==> src/rtl/uart_pkg.sv <==
// rtl/uart_pkg.sv - shared UART rate-select type
package uart_pkg;

  typedef enum logic [1:0] {
    BAUD_SET_9600    = 2'd0,
    BAUD_SET_115200  = 2'd1,
    BAUD_SET_460800  = 2'd2,
    BAUD_SET_1000000 = 2'd3
  } baud_set_t;

endpackage

==> src/rtl/uart_rx.sv <==
// rtl/uart_rx.sv - 8N1 UART receiver with one-entry holding register
// Bit timing is derived from the 16 MHz core clock via a per-frame latched period.
module uart_rx
  import uart_pkg::*;
#(
  parameter int CNT_WIDTH = 11
) (
  input  logic       clk_16mhz,
  input  logic       rstn,
  input  baud_set_t  baud_setting,
  input  logic       rx,
  input  logic       rx_read,
  output logic [7:0] rx_data,
  output logic       rx_valid,
  output logic       rx_overrun,
  output logic       rx_frame_err,
  output logic       rx_busy
);

  localparam logic [2:0] S_IDLE      = 3'd0;
  localparam logic [2:0] S_START     = 3'd1;
  localparam logic [2:0] S_DATA      = 3'd2;
  localparam logic [2:0] S_STOP      = 3'd3;
  localparam logic [2:0] S_WAIT_HIGH = 3'd4;

  logic [1:0]           sync_q;
  logic                 rxs;
  logic [2:0]           state_q, state_d;
  logic [CNT_WIDTH-1:0] cnt_q, cnt_d;
  logic [CNT_WIDTH-1:0] per_d_q, per_d_d;
  logic [CNT_WIDTH-1:0] per_h_q, per_h_d;
  logic [CNT_WIDTH-1:0] sel_d, sel_h;
  logic [2:0]           bit_q, bit_d;
  logic [7:0]           shift_q, shift_d;
  logic [7:0]           data_q, data_d;
  logic                 valid_q, valid_d;
  logic                 overrun_q, overrun_d;
  logic                 ferr_q, ferr_d;

  assign rxs = sync_q[1];

  always_comb begin
    sel_d = CNT_WIDTH'(16);
    case (baud_setting)
      BAUD_SET_9600:    sel_d = CNT_WIDTH'(1667);
      BAUD_SET_115200:  sel_d = CNT_WIDTH'(139);
      BAUD_SET_460800:  sel_d = CNT_WIDTH'(35);
      BAUD_SET_1000000: sel_d = CNT_WIDTH'(16);
      default:          sel_d = CNT_WIDTH'(16);
    endcase
    sel_h = sel_d >> 1;
  end

  always_comb begin
    state_d   = state_q;
    cnt_d     = cnt_q;
    per_d_d   = per_d_q;
    per_h_d   = per_h_q;
    bit_d     = bit_q;
    shift_d   = shift_q;
    data_d    = data_q;
    valid_d   = valid_q;
    overrun_d = overrun_q;
    ferr_d    = 1'b0;

    if (rx_read && valid_q) begin
      valid_d   = 1'b0;
      overrun_d = 1'b0;
    end

    case (state_q)
      S_IDLE: begin
        cnt_d = '0;
        if (!rxs) begin
          state_d = S_START;
          per_d_d = sel_d;
          per_h_d = sel_h;
        end
      end
      S_START: begin
        cnt_d = cnt_q + CNT_WIDTH'(1);
        if (cnt_q == per_h_q - CNT_WIDTH'(1)) begin
          cnt_d   = '0;
          bit_d   = 3'd0;
          state_d = rxs ? S_IDLE : S_DATA;
        end
      end
      S_DATA: begin
        cnt_d = cnt_q + CNT_WIDTH'(1);
        if (cnt_q == per_d_q - CNT_WIDTH'(1)) begin
          cnt_d   = '0;
          shift_d = {rxs, shift_q[7:1]};
          bit_d   = bit_q + 3'd1;
          if (bit_q == 3'd7) state_d = S_STOP;
        end
      end
      S_STOP: begin
        cnt_d = cnt_q + CNT_WIDTH'(1);
        if (cnt_q == per_d_q - CNT_WIDTH'(1)) begin
          cnt_d = '0;
          if (rxs) begin
            state_d = S_IDLE;
            // A read in the same cycle frees the slot, so the new byte still lands.
            if (!valid_q || rx_read) begin
              data_d  = shift_q;
              valid_d = 1'b1;
            end else begin
              overrun_d = 1'b1;
            end
          end else begin
            ferr_d  = 1'b1;
            state_d = S_WAIT_HIGH;
          end
        end
      end
      S_WAIT_HIGH: begin
        cnt_d = '0;
        if (rxs) state_d = S_IDLE;
      end
      default: begin
        cnt_d   = '0;
        state_d = S_IDLE;
      end
    endcase
  end

  always_ff @(posedge clk_16mhz or negedge rstn) begin
    if (!rstn) begin
      sync_q    <= 2'b11;
      state_q   <= S_IDLE;
      cnt_q     <= '0;
      per_d_q   <= CNT_WIDTH'(16);
      per_h_q   <= CNT_WIDTH'(8);
      bit_q     <= 3'd0;
      shift_q   <= 8'h00;
      data_q    <= 8'h00;
      valid_q   <= 1'b0;
      overrun_q <= 1'b0;
      ferr_q    <= 1'b0;
    end else begin
      sync_q    <= {sync_q[0], rx};
      state_q   <= state_d;
      cnt_q     <= cnt_d;
      per_d_q   <= per_d_d;
      per_h_q   <= per_h_d;
      bit_q     <= bit_d;
      shift_q   <= shift_d;
      data_q    <= data_d;
      valid_q   <= valid_d;
      overrun_q <= overrun_d;
      ferr_q    <= ferr_d;
    end
  end

  assign rx_data      = data_q;
  assign rx_valid     = valid_q;
  assign rx_overrun   = overrun_q;
  assign rx_frame_err = ferr_q;
  assign rx_busy      = (state_q != S_IDLE);

endmodule

==> config.mk <==
export PLATFORM = sky130hd
export DESIGN_NAME = uart_rx
export DESIGN_NICKNAME = d
export VERILOG_FILES = /design/src/rtl/uart_pkg.sv /design/src/rtl/uart_rx.sv
export SDC_FILE = /design/constraint.sdc
export NUM_CORES = 1
export LEC_CHECK = 0
export CAP_MARGIN = 20
export CORE_ASPECT_RATIO = 2
export CORE_MARGIN = 2
export CORE_UTILIZATION = 61
export CTS_BUF_LIST = sky130_fd_sc_hd__clkbuf_8 sky130_fd_sc_hd__clkbuf_16
export DETAILED_ROUTE_END_ITERATION = 8
export PLACE_DENSITY = 0.92
export SYNTH_ARGS = -nofsm -noshare
export SYNTH_HDL_FRONTEND = slang
export SYNTH_SLANG_ARGS = --single-unit
export TNS_END_PERCENT = 20
==> constraint.sdc <==
create_clock -name clk_16mhz -period 5.05 [get_ports clk_16mhz]
set_input_delay 1.2625 -clock clk_16mhz [delete_from_list [all_inputs] [get_ports clk_16mhz]]
set_output_delay 1.2625 -clock clk_16mhz [all_outputs]
set_load 0.005 [all_outputs]
-- Word level (Yosys, flattened, before mapping)
Index checks and enable logic that the tools add are counted.
- bits in registers: 59
- bits of input ports: 6
- output and inout bits: 12
- logic and storage cells: 74
- $add $sub $neg: 4
- equality and inequality tests: 16
- mux-type cells: 29
- bitwise operators: 1
- reductions and logical operators: 13
- operator list (kind ; number):
    one-hot mux 11 bit (4 select lines) ; 1
    two-way mux 3 bit ; 9
    equality test 11 bit ; 2
    two-way mux 11 bit ; 2
    one-hot mux 11 bit (2 select lines) ; 1
    one-hot mux 3 bit (5 select lines) ; 1
    two-way mux 1 bit ; 13
    != test 2 bit, second input constant ; 6
    adder 11 x 1 -> 11 bit, second input constant ; 1
    subtractor 10 x 1 -> 11 bit, second input constant ; 1
    subtractor 11 x 1 -> 11 bit, second input constant ; 1
    equality test 3 x 2 -> 1 bit, second input constant ; 2
    equality test 3 bit, second input constant ; 2
    one-hot mux 3 bit (2 select lines) ; 1
    AND reduction 6 bit ; 1
    equality test 2 bit, second input constant ; 2
    AND reduction 2 bit ; 2
    AND reduction 4 bit ; 1
    adder 3 x 1 -> 3 bit, second input constant ; 1
    equality test 3 x 1 -> 1 bit, second input constant ; 1
    logical NOT 3 bit ; 1
    AND reduction 3 bit ; 1
    nonzero test 3 bit ; 1
    equality test 2 x 1 -> 1 bit, second input constant ; 1
    other kinds (8) ; 8

-- Longest topological paths before layout
Gate-level depths: netlist (run 1).
- word-level depth: 6
- depth in mapped cells: 10
- depth with buffers taken out: 8

-- Worst setup path before layout (run 1)
OpenSTA, ideal clock, no wires.
- kind: register to register
- from: reg per_d_q[5]
- to: reg cnt_q[2]
- setup time: 0.138 ns
- arrival: 2.433 ns
- data required time: 4.912 ns
- slack: 2.479 ns
- cell stages (with the launch flop): 10
- buffers on the path: 4
- clock period less this slack: 2.571 ns
- cell sequence: dfrtp_1 > buf_6 > or4_4 > buf_6 > xnor2_1 > or4_1 > clkbuf_1 > o21ai_0 > clkbuf_1 > a21oi_1
- longest elaborated chain between the ends: 4
- RTL lines (what ; line ; RTL):
    from (decl) ; uart_rx.sv:30 ; logic [CNT_WIDTH-1:0] per_d_q, per_d_d;
    from (signal assigned) ; uart_rx.sv:144 ; per_d_q <= per_d_d;
    subtractor 11 x 1 -> 11 bit ; uart_rx.sv:90, uart_rx.sv:99 ;
    equality test 11 bit ; uart_rx.sv:90, uart_rx.sv:99 ;
    two-way mux 11 bit ; uart_rx.sv:90, uart_rx.sv:99 ;
    one-hot mux 11 bit (2 select lines) ; uart_rx.sv:71 ; case (state_q)
    named net cnt_d[2] ; uart_rx.sv:29 ; logic [CNT_WIDTH-1:0] cnt_q, cnt_d;
    to (signal assigned) ; uart_rx.sv:143 ; cnt_q <= cnt_d;
    to (decl) ; uart_rx.sv:29 ;
The timed path passes the listed nets, and every way through them passes these cells.
A chain may end at the register's enable or synchronous reset.

-- Worst setup path after layout (run 1)
- from: reg state_q[0]
- to: out rx_busy
- longest elaborated chain between the ends: 1
- RTL lines (what ; line ; RTL):
    from (decl) ; uart_rx.sv:28 ; logic [2:0] state_q, state_d;
    from (signal assigned) ; uart_rx.sv:142 ; state_q <= state_d;
    nonzero test 3 bit ; uart_rx.sv:159 ; assign rx_busy = (state_q != S_IDLE);
    to (decl) ; uart_rx.sv:17 ; output logic rx_busy
Every way passes these cells.

==> results of run 1 <==
==> kinds of logic after synthesis <==
group / after synthesis
simple gates: 78
buf+inv: 29
xor+xnor: 21
flops: 44
fa+ha+maj: 4
mux: 16
compound gates: 50
==> registers in the layout (all words and copies together) (netlist names) <==
register / count
cnt_q: 11
rx_data: 8
shift_q: 8
per_d_q: 6
bit_q: 3
state_q: 3
sync_q: 2
rx_frame_err: 1
rx_overrun: 1
rx_valid: 1
==> stage by stage <==
stage	area (sq um)	hold WS [ps]	total power, mW	instances
floorplan	2440	345	0.862	242
global placement	2580	346	0.931	293
detailed placement	2580	357	0.948	293
CTS	2700	370	1.22	301
global route	2700	375	1.31	302
finish	2700	370	1.23	302
==> metal layers <==
metal / part of all wire [%] / up-vias / track usage (%)
met5: 0 / - / 0
met4: 6.4 / 0 / 17.1
met3: 3.3 / 29 / 4.47
met2: 56 / 70 / 47.6
met1: 34 / 910 / 23.5
li1: - / 881 / -
==> power groups by stage <==
stage | Combinational [mW] | Sequential, mW | Clock [mW]
after floorplan | 0.404 | 0.459 | 0
after global routing | 0.480 | 0.529 | 0.298
after global placement | 0.414 | 0.516 | 0
after CTS | 0.430 | 0.514 | 0.280
final | 0.435 | 0.519 | 0.277
after detailed placement | 0.427 | 0.521 | 0
==> worst paths after layout <==
check	endpoint	startpoint	slack, ps	depth (start not counted)
max in group asynchronous	per_d_q[9]$_DFFE_PN0P_	rstn	3370	1
setup / recovery	rx_busy	state_q[0]$_DFFE_PN0P_	2160	2
min in group asynchronous	rx_data[0]$_DFFE_PN0P_	rstn	1100	1
hold reg to reg	sync_q[1]$_DFF_PN1_	sync_q[0]$_DFF_PN1_	370	0
hold / removal	sync_q[1]$_DFF_PN1_	sync_q[0]$_DFF_PN1_	370	0
setup reg to reg	rx_data[2]$_DFFE_PN0P_	per_d_q[5]$_DFFE_PN0P_	2220	5
==> cell usage after synthesis (2+ instances only) <==
master	n	area share, %
o21ai_0	11	2.3
mux2_2	16	7.4
nor3_1	4	0.82
ha_1	4	2.1
a21oi_1	17	3.5
a41oi_1	2	0.72
nand2_1	14	2.2
o22ai_1	3	0.77
nand3_1	10	2.1
dfstp_2	3	3.2
nand3b_1	3	0.92
xor2_1	8	2.9
nand4_1	2	0.51
nor2b_1	3	0.77
inv_1	12	1.8
dfrtp_1	41	42
nor4_1	2	0.51
nor2_1	12	1.8
buf_6	3	1.4
nand2b_1	5	1.3
nor3b_1	2	0.61
or3_1	6	1.5
nor4b_1	2	0.72
o31ai_1	2	0.61
clkbuf_1	14	2.2
o221ai_1	3	1.1
or4_1	2	0.61
o211ai_1	2	0.61
xnor2_1	13	4.7
and3_1	2	0.51
==> cell type report <==
cell class / instances / area [sq um] / area share (%)
multi-input combinational: 169 / 1200 / 44.6
sequential: 44 / 1100 / 40.9
timing repair buffer: 18 / 170 / 6.29
clock buffer: 5 / 68.8 / 2.55
tap: 51 / 63.8 / 2.36
clock inverter: 3 / 46.3 / 1.71
inverter: 12 / 45.0 / 1.67
==> results_dict.tcl, run 1 <==
set metrics [dict create \
    num_vias 1890 \
    synth_xor_area_share_pct 7.53 \
    cts_max_path_buffers 2 \
    drt-total-wl_um 5190 \
    p_sw_mw 0.478 \
    antenna-diode-count 0 \
    final_common_cell "dfrtp_1" \
    synth_top_flop_cell "dfrtp_1" \
    slew_headroom_pct 37.8 \
    slowest_stage "dfrtp_1" \
    hold_buffers 0 \
    grt_usage_pct 25.1 \
    clock_latency_ps 300 \
    vdd.ir_drop.worst_uv 397 \
    crit_chain "or3_1 > clkdlybuf4s50_1" \
    num_rows 32 \
    post-place-ws_ps 1840 \
    yosys-mux-area-fraction_pct 7.38 \
    maxSlewViolCount 0 \
    place.gp.congestion 0.943 \
    dieHeight_um 93.5 \
    core_sq_um 3840 \
    die_area_sq_um 4550 \
    synth_fp_nets 252 \
    cts_buffers 5 \
    syn_inst 242 \
    worstPathArrival_ps 1630 \
    remaining_drc_errors 0 \
    finish.utilization_pct 70.3 \
    clockPowerShare_pct 22.5 \
    ctsHtreeMaxLevel 2 \
    synth_warnings 0 \
    setup_viol 0 \
    timing.final.crit_share_pct 57.2 \
    worstHoldPathType "reg -> reg" \
    dr.pass1.iters 4 \
    synth_seq_cells 44 \
    dieWidth_um 48.7 \
    p_leak_nw 1.15 \
    rsz0062_at_grt "false" \
    cts_root_buffer "clkbuf_8" \
    synth_area_per_cell_sq_um 10.1 \
    start_util_pct 63.5 \
    wl_per_cell_um 17.2 \
    antenna_found_initial 0 \
    synth_fa_ha_area_share_pct 2.05 \
    synthArstFlopShare_pct 100 \
    nFillCells 305 \
    hold_viol 0 \
    fin_tns_setup_ps 0 \
    yosys.area_share.simple_pct 18.3 \
    hpwl_um 3780 \
    swShare_pct 38.8 \
    grt_pass1_wl_um 8580 \
    cap_violations 0 \
    p_comb_share_pct 35.3 \
    finClkSkew_ps 8.02 \
    power_density_nw_per_um2 455 \
    first_iter_violations 62 \
    outcome "complete, no violations" \
    gr-total-overflow 0 \
    worst_pin_slew_ps 933 \
    fmax_mhz 346 \
    netlist_area_sq_um 2440 \
    crit_type "reg -> out" \
    grt_pass1_vias 1858 \
    fin_crit_ps 2890 \
    cp_max_fo 10 \
    cts_resized 0 \
    grt_max_degree 45 \
    startpoint_type "flop" \
    nets 260 \
    cts_tree "yes" \
    synth_edf_count 0 \
    layout_common_cells "41 x dfrtp_1, 17 x a21oi_1, 16 x mux2_2, 16 x clkdlybuf4s50_1, 14 x nand2_1" \
    synth_top_family_by_area "simple AND/OR/NAND/NOR gates" \
    cts.sinks 44 \
    ys_types 49 \
    ios 18 \
    worst-path-buf-inv 1 \
    crit_family "flip-flops" \
    endpoint_kind "output pin" \
    ant_nets 0 \
    postCtsSetupBuffers 0 \
    viasPerCell 6.26 \
    path_clk_slew_ps 90 \
    seqPwrFrac_pct 42.2 \
    drive_gt1_share_pct 14.7 \
    synth_compound_area_share_pct 14.1 \
    worst_slack_ps 2160 \
    numPortBuffers 17 \
    area_delta_synth_final_pct 10.8 \
    p_int_mw 0.753 \
    slowest_delay_ps 480 \
    synth_seq_area_share_pct 45.3 \
    crit_required_ps 3790 \
]
No activity file was read; power rests on OpenSTA's default activity.
==> run 2, diff against run 1 <==
--- a/config.mk
+++ b/config.mk
@@ -8,10 +8,10 @@
 export CAP_MARGIN = 20
 export CORE_ASPECT_RATIO = 2
 export CORE_MARGIN = 2
-export CORE_UTILIZATION = 61
+export CORE_UTILIZATION = 58
 export CTS_BUF_LIST = sky130_fd_sc_hd__clkbuf_8 sky130_fd_sc_hd__clkbuf_16
 export DETAILED_ROUTE_END_ITERATION = 8
-export PLACE_DENSITY = 0.92
+export PLACE_DENSITY = 0.88
 export SYNTH_ARGS = -nofsm -noshare
 export SYNTH_HDL_FRONTEND = slang
 export SYNTH_SLANG_ARGS = --single-unit
==> constraint.sdc (replaced) <==
create_clock -name clk_16mhz -period 2.8 [get_ports clk_16mhz]
set_input_delay 0.7 -clock clk_16mhz [delete_from_list [all_inputs] [get_ports clk_16mhz]]
set_output_delay 0.7 -clock clk_16mhz [all_outputs]
set_load 0.005 [all_outputs]
==> results_dict.tcl, run 2 (synthesis gave the netlist of run 1 again) <==
set metrics [dict create \
    outcome "complete, no violations" \
    clock_latency_ps 300 \
    nFillCells 302 \
    maxSlewViolCount 0 \
    first_iter_violations 27 \
    drt-total-wl_um 4840 \
    antenna-diode-count 0 \
    grt_usage_pct 22.8 \
    num_vias 1878 \
    num_rows 33 \
    ant_nets 0 \
    remaining_drc_errors 0 \
    antenna_found_initial 0 \
    cts.sinks 44 \
    area_delta_synth_final_pct 12.7 \
    worstHoldPathType "reg -> reg" \
    p_leak_nw 1.18 \
    hold_ws_ps 362 \
    place.gp.congestion 0.903 \
    endpoint_kind "flop" \
    fin_crit_ps 2580 \
    slew_headroom_pct 37.0 \
    fmax_mhz 388 \
    hold_viol 0 \
    numPortBuffers 17 \
    grt_pass1_wl_um 8270 \
    gr-total-overflow 0 \
    vdd.ir_drop.worst_uv 566 \
    fin_tns_setup_ps 0 \
    postPlaceCellArea_sq_um 2630 \
    cp_max_fo 11 \
    wl_per_cell_um 15.7 \
    cap_violations 0 \
    finish.utilization_pct 67.3 \
    crit_required_ps 2980 \
    crit_type "reg -> reg" \
    drive_gt1_share_pct 16.4 \
    grt_max_degree 45 \
    hpwl_um 3630 \
    cts_tree "yes" \
    layout_common_cells "41 x dfrtp_1, 17 x a21oi_1, 16 x mux2_2, 16 x clkdlybuf4s50_1, 14 x nand2_1" \
    final_common_cell "dfrtp_1" \
    ios 18 \
    multiInputGateArea_sq_um 1200 \
    cts_root_buffer "clkbuf_8" \
    dieWidth_um 49.9 \
    cts_max_path_buffers 2 \
    largest_register_ffs 11 \
    dr.pass1.iters 4 \
    ctsHtreeMaxLevel 2 \
    start_util_pct 59.7 \
    timing.final.crit_share_pct 92.0 \
    rsz0062_at_grt "false" \
    ff_latch_area_sq_um 1100 \
    core_sq_um 4090 \
    grt_pass1_vias 1949 \
    cts_resized 0 \
    worst_pin_slew_ps 944 \
    cts_buffers 5 \
    path_clk_slew_ps 80 \
    power_density_nw_per_um2 820 \
    die_area_sq_um 4780 \
    postCtsSetupBuffers 0 \
    viasPerCell 6.10 \
    top_register "cnt_q" \
    hold_buffers 0 \
    finClkSkew_ps 7.55 \
    dieHeight_um 95.7 \
    worstPathArrival_ps 2750 \
    nets 265 \
    startpoint_type "flop" \
    fin_area_sq_um 2750 \
    setup_viol 0 \
]
run 2: layer usage:
metal,vias to the layer above,wire [um],global-route usage [%]
met5,-,0,0
met4,0,338,18.3
met3,29,151,3.11
met2,53,2690,43.2
met1,908,1660,20.9
li1,888,-,-
run 2: path summary, 6_finish.rpt:
check | slack (ps) | to | cells past startpoint | startpoint
max in group asynchronous | 1680 | shift_q[7]$_DFFE_PN0P_ | 1 | rstn
min reg2reg | 360 | sync_q[1]$_DFF_PN1_ | 0 | sync_q[0]$_DFF_PN1_
min | 360 | sync_q[1]$_DFF_PN1_ | 0 | sync_q[0]$_DFF_PN1_
min in group asynchronous | 540 | bit_q[0]$_DFFE_PN0P_ | 1 | rstn
max | 220 | cnt_q[1]$_DFF_PN0_ | 9 | per_d_q[1]$_DFFE_PN0P_
max reg2reg | 220 | cnt_q[1]$_DFF_PN0_ | 9 | per_d_q[1]$_DFFE_PN0P_
run 2: area by class of cell:
cell class | count | area share [%]
Clock buffer | 6 | 3.00
Clock inverter | 2 | 1.41
Inverter | 12 | 1.64
Multi-Input combinational cell | 169 | 43.8
Sequential cell | 44 | 40.2
Tap cell | 52 | 2.36
Timing Repair Buffer | 23 | 7.64
run 2: worst max-delay path, cell delays in order (launching register included):
cell and delay (ps):
dfrtp_1 430, inv_1 100, ha_1 220, nor4b_1 360, xnor2_1 170, nand4_1 130
or4_1 540, o21ai_0 200, buf_4 210, a21boi_0 100
run 2: report_power, final:
part	switching (mW)	internal, mW	total [mW]
clock	0.218	0.292	0.509
combinational	0.469	0.375	0.843
sequential	0.160	0.744	0.904
total	0.846	1.41	2.26
run 2: per-stage QoR:
step	setup WS [ps]	std cells	power, mW
after global routing	37.3	308	2.42
after global placement	253	300	1.73
after floorplan	229	242	1.56
final	223	308	2.26
after CTS	202	308	2.26
after detailed placement	217	300	1.76
==> run 3, diff against run 2 <==
--- a/config.mk
+++ b/config.mk
@@ -12,6 +12,7 @@
 export CTS_BUF_LIST = sky130_fd_sc_hd__clkbuf_8 sky130_fd_sc_hd__clkbuf_16
 export DETAILED_ROUTE_END_ITERATION = 8
 export PLACE_DENSITY = 0.88
+export SETUP_SLACK_MARGIN = 0.4
 export SYNTH_ARGS = -nofsm -noshare
 export SYNTH_HDL_FRONTEND = slang
 export SYNTH_SLANG_ARGS = --single-unit
==> results_dict.tcl, run 3 (synthesis gave the netlist of run 1 again) <==
set metrics [dict create \
    vdd.ir_drop.worst_uv 622 \
    grt_pass1_vias 1832 \
    clock_latency_ps 300 \
    seqPwrFrac_pct 34.4 \
    hold_path_startpoint "sync_q[0]$_DFF_PN1_" \
    post_layout_nonfiller_instances 317 \
    p_sw_mw 1.03 \
    swShare_pct 39.4 \
    wl_per_cell_um 17.2 \
    endpoint_kind "flop" \
    fmax_mhz 406 \
    drive_gt1_share_pct 24.2 \
    nFillCells 266 \
    ctsHtreeMaxLevel 2 \
    viasPerCell 6.14 \
    dieWidth_um 49.9 \
    gr-total-overflow 0 \
    timing.rr.start "per_d_q[4]$_DFFE_PN1P_" \
    startpoint_type "flop" \
    drt-total-wl_um 5470 \
    ios 18 \
    fin_crit_ps 2460 \
    hold_viol 0 \
    timing.final.crit_share_pct 87.9 \
    nets 274 \
    grt_max_degree 45 \
    startpoint "per_d_q[4]$_DFFE_PN1P_" \
    p_comb_share_pct 46.1 \
    crit_type "reg -> reg" \
    maxSlewViolCount 0 \
    worstPathArrival_ps 2640 \
    dr.pass1.iters 4 \
    worstHoldPathType "reg -> reg" \
    path_clk_slew_ps 90 \
    outcome "complete, no violations" \
    ant_nets 0 \
    worst_slack_ps 338 \
    layout_common_cells "41 x dfrtp_1, 17 x a21oi_1, 16 x clkdlybuf4s50_1" \
    largest_register_ffs 11 \
    grt_usage_pct 23.8 \
    dp_cells 300 \
    cap_violations 0 \
    fin_tns_setup_ps 0 \
    grt_pass1_wl_um 8600 \
    clockPowerShare_pct 19.5 \
    setup_viol 0 \
    hpwl_um 3640 \
    dieHeight_um 95.7 \
    first_iter_violations 39 \
    remaining_drc_errors 0 \
    final_common_cell "dfrtp_1" \
    r2r-end "bit_q[2]$_DFFE_PN0P_" \
    p_int_mw 1.58 \
    area_delta_synth_final_pct 21.7 \
    finClkSkew_ps 5.31 \
    crit_end "bit_q[2]$_DFFE_PN0P_" \
    post-place-ws_ps 173 \
    hold_buffers 0 \
    cts_max_path_buffers 2 \
    p_total_mw 2.60 \
    power_density_nw_per_um2 876 \
    num_rows 33 \
    cts_root_buffer "clkbuf_8" \
    antenna_found_initial 0 \
    rsz0062_at_grt "true" \
    slew_headroom_pct 37.1 \
    crit_required_ps 2980 \
    p_leak_nw 1.26 \
    cts_buffers 5 \
    ff2ff_path_depth 7 \
    cts.sinks 44 \
    die_area_sq_um 4780 \
    numPortBuffers 17 \
    start_util_pct 59.7 \
    rrSetupSlack_ps 340 \
    place.gp.congestion 0.953 \
    antenna-diode-count 0 \
    top_register "cnt_q" \
    cts_tree "yes" \
    cp_max_fo 7 \
    num_vias 1946 \
    core_sq_um 4090 \
    worst_pin_slew_ps 943 \
]
## run 3: changes by cell type in the layout (fill, tap and decap cells not counted), sizes merged
| cell | previous run | this run |
|---|---|---|
| clkbuf | 6 | 5 |
| inv | 12 | 13 |
| clkinvlp | 0 | 1 |
| clkinv | 1 | 0 |
| buf | 7 | 16 |
## run 3: worst min-delay path by stage
stage	slack, ps	to	depth (start not counted)
floorplan	350	sync_q[1]$_DFF_PN1_	0
global placement	360	sync_q[1]$_DFF_PN1_	0
detailed placement	360	sync_q[1]$_DFF_PN1_	0
CTS	370	sync_q[1]$_DFF_PN1_	0
global route	370	sync_q[1]$_DFF_PN1_	0
finish	370	sync_q[1]$_DFF_PN1_	0
## run 3: stage by stage
step	util [%]	area, sq um	hold WS [ps]
finish	72.7	2970	369
global route	72.7	2970	375
CTS	69.5	2840	369
detailed placement	65.5	2680	358
global placement	65.5	2680	358
floorplan	-	2480	345
## run 3: layout make-up
class | instances | area, sq um | share of cell area (%)
multi-input combinational | 169 | 1330 | 44.9
sequential | 44 | 1100 | 37.2
timing repair buffer | 32 | 308 | 10.4
clock buffer | 5 | 68.8 | 2.32
tap | 52 | 65.1 | 2.19
clock inverter | 3 | 46.3 | 1.56
inverter | 12 | 45.0 | 1.52
## run 3: layer usage
| layer | share of wire (%) | track usage [%] |
|---|---|---|
| met1 | 35 | 23.6 |
| met2 | 57 | 44.6 |
| met3 | 3.1 | 4.35 |
| met4 | 5.1 | 14.4 |
| met5 | 0 | 0 |
## run 3: timing repair
item,4_1_cts,5_1_grt
gates resized for setup,6,15
setup endpoints to repair,33,33
gates cloned,0,1
pin swaps,4,5
buffers inserted,2,6
## run 3: power groups by stage
stage | combinational [mW] | clock (mW) | sequential [mW]
floorplan | 0.767 | 0 | 0.830
global placement | 0.872 | 0 | 0.893
detailed placement | 0.904 | 0 | 0.899
CTS | 0.982 | 0.510 | 0.888
global route | 1.28 | 0.542 | 0.912
finish | 1.20 | 0.507 | 0.897
## run 3: critical path, cell delays in order, from the launching register on
cell and delay [ps]:
dfstp_2 420, or4_4 620, or4_4 510, o31ai_2 80
nor3_2 80, o31ai_4 330, buf_4 180, o221ai_1 100
